<file path="config.mk">
export PLATFORM = sky130hd
export DESIGN_NAME = serial_add_ctrl
export DESIGN_NICKNAME = d
export VERILOG_FILES = /design/src/rtl/serial_add_ctrl.sv
export SDC_FILE = /design/constraint.sdc
export NUM_CORES = 1
export LEC_CHECK = 0
export ABC_CLOCK_PERIOD_IN_PS = 2000
export CORE_UTILIZATION = 50
export CTS_CLUSTER_SIZE = 40
export DETAILED_ROUTE_END_ITERATION = 10
export DONT_BUFFER_PORTS = 1
export GPL_ROUTABILITY_DRIVEN = 0
export GPL_TIMING_DRIVEN = 1
export SLEW_MARGIN = 20
export SYNTH_ARGS = -nofsm -noshare
export SYNTH_HDL_FRONTEND = slang
export SYNTH_SLANG_ARGS = --single-unit
</file>
<file path="constraint.sdc">
create_clock -name clk -period 2 [get_ports clk]
set_input_delay 0.4 -clock clk [delete_from_list [all_inputs] [get_ports clk]]
set_output_delay 0.4 -clock clk [all_outputs]
set_load 0.005 [all_outputs]
</file>
<file path="src/rtl/serial_add_ctrl.sv">
// Bit-serial adder controller: one full-adder step per clock, LSB first, WIDTH steps per operation.
// Optional SERIAL_ADD_SUB_EN adds a sub port that turns the operation into a-b.
module serial_add_ctrl #(
  parameter int WIDTH = 32
) (
  input  logic             clk,
  input  logic             clrn,
  input  logic             start,
  input  logic [WIDTH-1:0] a,
  input  logic [WIDTH-1:0] b,
  input  logic             ci,
`ifdef SERIAL_ADD_SUB_EN
  input  logic             sub,
`endif
  input  logic             ack,
  output logic             ready,
  output logic             busy,
  output logic             done,
  output logic [WIDTH-1:0] s,
  output logic             co,
  output logic             ov
);

  localparam int CNT_W = $clog2(WIDTH);
  localparam logic [CNT_W-1:0] LAST = CNT_W'(WIDTH - 1);

  typedef enum logic [1:0] {IDLE, RUN, DONE} state_t;

  state_t             state;
  logic [WIDTH-1:0]   a_sh;
  logic [WIDTH-1:0]   b_sh;
  logic [WIDTH-1:0]   psum;
  logic [CNT_W-1:0]   cnt;
  logic               c;

  logic               sum_bit;
  logic               c_next;
  logic [WIDTH-1:0]   b_load;
  logic               c_load;

  assign sum_bit = a_sh[0] ^ b_sh[0] ^ c;
  assign c_next  = (a_sh[0] & b_sh[0]) | (b_sh[0] & c) | (c & a_sh[0]);

  // Subtraction is a + ~b + 1; the forced carry-in replaces ci.
  always_comb begin
    b_load = b;
    c_load = ci;
`ifdef SERIAL_ADD_SUB_EN
    if (sub) begin
      b_load = ~b;
      c_load = 1'b1;
    end
`endif
  end

  always_ff @(posedge clk or negedge clrn) begin
    if (!clrn) begin
      state <= IDLE;
      ready <= 1'b1;
      busy  <= 1'b0;
      done  <= 1'b0;
      a_sh  <= '0;
      b_sh  <= '0;
      psum  <= '0;
      cnt   <= '0;
      c     <= 1'b0;
      s     <= '0;
      co    <= 1'b0;
      ov    <= 1'b0;
    end else begin
      case (state)
        IDLE: begin
          if (start) begin
            a_sh  <= a;
            b_sh  <= b_load;
            c     <= c_load;
            cnt   <= '0;
            state <= RUN;
            ready <= 1'b0;
            busy  <= 1'b1;
          end
        end
        RUN: begin
          a_sh <= a_sh >> 1;
          b_sh <= b_sh >> 1;
          c    <= c_next;
          psum <= {sum_bit, psum[WIDTH-1:1]};
          cnt  <= cnt + 1'b1;
          // On the MSB step, c is the carry into the MSB and c_next the carry out.
          if (cnt == LAST) begin
            s     <= {sum_bit, psum[WIDTH-1:1]};
            co    <= c_next;
            ov    <= c ^ c_next;
            state <= DONE;
            busy  <= 1'b0;
            done  <= 1'b1;
          end
        end
        DONE: begin
          if (ack) begin
            state <= IDLE;
            done  <= 1'b0;
            ready <= 1'b1;
          end
        end
        default: begin
          state <= IDLE;
          ready <= 1'b1;
          busy  <= 1'b0;
          done  <= 1'b0;
        end
      endcase
    end
  end

endmodule

</file>
==> results.yml, run 1 <==
grt:
  antenna_found_initial: 0
  grt_start_max_net_pins: 141
  grt_pass1_wl_um: 19840
  globalRouteOverflowTotal: 0
  grt_pass1_vias: 4008
  grt_util_all_layers: 0.2022
clocking:
  numCtsBuffers: 17
  clock-sinks: 140
  clock_latency_ns: 0.41
  htree_levels: 4
  path_clk_slew_ns: 0.06
  cts_buffer_depth: 2
  cts-root-buf: "clkbuf_16"
  post_cts_buffers: 0
  post_cts_resized: 0
  cts_tree: "built"
layout:
  final_cell_mix: "150 x nand2_1, 137 x dfrtp_1, 64 x a22oi_1, 59 x o21ai_0, 27 x mux2_4"
  n_antenna_cell: 0
  area_growth_pct: 11.70
  final_cells: 702
  layout_commonest_cell: "nand2_1"
  layout-drive-gt1-share: 0.1467
  fin_nets: 619
status:
  outcome: "complete, but fails checks"
  violations: "design-rule violations, negative hold slack"
yosys:
  syn-num-nets: 630
  synth_compound_area_frac: 0.1621
  synth_top_family_by_area: "compound AO/OA/AOI/OAI gates"
  syn-cell-area_um2: 5991
  synth_seq_area_share: 0.5850
  synth_area_per_cell_um2: 10.74
  synth.distinct_cells: 31
  synthAdderAreaFrac: 0.007519
  syn_inst: 558
  synth-seq-cells: 140
  synth_xor_area_frac: 0.001462
  synth.area.mux_share: 0.07895
  yosys.area_share.simple: 0.1232
  ys_warn_count: 0
detailed_routing:
  first_pass_iters: 7
  drt_iter0_markers: 273
  drc: 4
  wire_per_inst_um: 16.54
  via_count: 3995
  ant_nets: 0
  viasPerCell: 5.691
  wirelength_um: 11610
sta:
  worst_pin_slew_ns: 0.8937
  clock_skew_ns: 0.005783
  period_share: 0.9396
  setup_viol: 0
  tns_ns: 0
  whs_ns: -0.3224
  slew_headroom: 0.4026
  max_clock_freq_mhz: 532.1
  report.final.slew_viol_count: 0
  hold_viol: 140
  grt_setup_unrepaired: "no"
  finalWorstPathRequiredPeriod_ns: 1.879
pwr:
  p_leak_nw: 3.151
  cellPowerDensity_nw_per_um2: 1493
  peakVddDrop_v: 0.0008780
critical_path:
  reg2reg_slack_ns: 0.12
  crit_slowest_cell: "dfrtp_1"
  endpoint_kind: "register"
  crit_arrival_ns: 2.17
  worstPathRequired_ns: 2.29
  cp-start-kind: "register"
  path_common_cell: "ha_1"
  cp_slowest_stage_delay_ns: 0.40
  path_max_fanout: 11
  path_cells: "ha_1, and3_1, ha_1, nand3b_4, buf_4, mux2_2"
  crit_type: "reg2reg"
floorplanning:
  rows: 39
  start_util: 0.5180
  die_x_um: 111.5
  fp.dieArea_um2: 12420
  die_h_um: 111.5
  num_io_pins: 106
  core_um2: 11560
run:
  drv_cap: 0
place:
  io_buffers: 0
  dp_cells: 671
  hpwl_um: 7174
worst_hold_path:
  holdCritPathClass: "in2async"
==> worst paths after layout <==
check | startpoint | cells after the start | to
setup / recovery | cnt[0] | 6 | co
hold / removal | clrn | 0 | s[3]
setup reg to reg | cnt[0] | 6 | co
hold reg to reg | b_sh[2] | 2 | b_sh[2]
max in group asynchronous | clrn | 0 | ready
min in group clk | b[31] | 1 | b_sh[31]
==> layout make-up <==
cell class | count | area, µm²
fill | 979 | 4873
sequential | 140 | 3507
multi-input combinational | 372 | 2262
clock buffer | 23 | 478.0
tap | 143 | 178.9
timing repair buffer | 14 | 142.6
clock inverter | 8 | 115.1
inverter | 2 | 7.507
==> per-stage QoR <==
stage                     total power [mW]    util  setup slack, ns  cell area [µm²]
after detailed placement             6.919  0.5273           0.1358             6098
after global placement               6.781  0.5273           0.1742             6098
after floorplan                      6.312       -           0.2020             5991
after global routing                 10.65  0.5786          0.02024             6691
final                                9.989  0.5786           0.1207             6691
after CTS                            10.11  0.5786           0.1187             6691
==> registers in the layout, summed over array words and instances (netlist names) <==
register and flops:
a_sh 32, b_sh 32, s 32, psum 31
cnt 5, state 2, busy 1, c 1
co 1, done 1, ov 1, ready 1
==> synth_stat cells <==
cell        n  area, µm²
a21oi_1    17      85.08
a22o_1      2      17.52
a22oi_1    64      480.5
a32o_1      1      10.01
and2_1      1      6.260
and3_1      1      6.260
buf_1       1      3.750
buf_2      14      70.07
buf_4       8      60.06
buf_6       4      45.04
clkbuf_1   17      63.81
dfrtp_1   139       3478
dfstp_2     1      26.28
fa_1        1      20.02
ha_1        2      25.02
inv_1       2      7.510
mux2_2      6      67.56
mux2_4     27      405.4
nand2_1   150      563.0
nand2b_1    2      12.51
nand3_1     1      5.000
nand3b_4    1      20.02
nor2_1      3      11.26
nor2b_1    17      106.4
nor3b_1     1      7.510
o21a_1      1      7.510
o21ai_0    59      295.3
o21ai_1    12      60.06
o21bai_1    1      7.510
o31ai_1     1      7.510
xnor2_1     1      8.760
==> routing by layer <==
layer | GRT usage | wire length, µm | vias up
met3 | 0.07022 | 684 | 18
met1 | 0.2606 | 5342 | 1979
li1 | - | - | 1898
met4 | 0.09279 | 207 | 0
met5 | 0 | 0 | -
met2 | 0.3083 | 5376 | 100
==> cell families (layout without fill, tap and decap cells) <==
kind of cell,Yosys count,count (layout)
buffers and inverters,46,47
AND/OR/NAND/NOR,177,177
multiplexers,33,33
adder cells (fa/ha/maj),3,3
XOR/XNOR,1,1
AO/OA/AOI/OAI,158,158
flip-flops,140,140
==> power by group <==
| part | switching (mW) | internal [mW] |
|---|---|---|
| registers | 0.771 | 3.91 |
| logic | 1.07 | 1.09 |
| clock network | 1.11 | 2.04 |
| total | 2.95 | 7.04 |
==> critical path, delay by kind of cell, from the launching register on <==
kind,cells,cell delay [ns]
adder cells (fa/ha/maj),2,0.48
buffers and inverters,1,0.22
flip-flops,1,0.40
multiplexers,1,0.35
AND/OR/NAND/NOR,2,0.31
(Power assumes the default switching activity.)
==> inputs of run 2 (changes only) <==
--- a/config.mk
+++ b/config.mk
@@ -12,7 +12,7 @@
 export DONT_BUFFER_PORTS = 1
 export GPL_ROUTABILITY_DRIVEN = 0
 export GPL_TIMING_DRIVEN = 1
-export SLEW_MARGIN = 20
+export SLEW_MARGIN = 0
 export SYNTH_ARGS = -nofsm -noshare
 export SYNTH_HDL_FRONTEND = slang
 export SYNTH_SLANG_ARGS = --single-unit
==> results of run 2 <==
Final layout, timing and power as in run 1 (identical DEF).
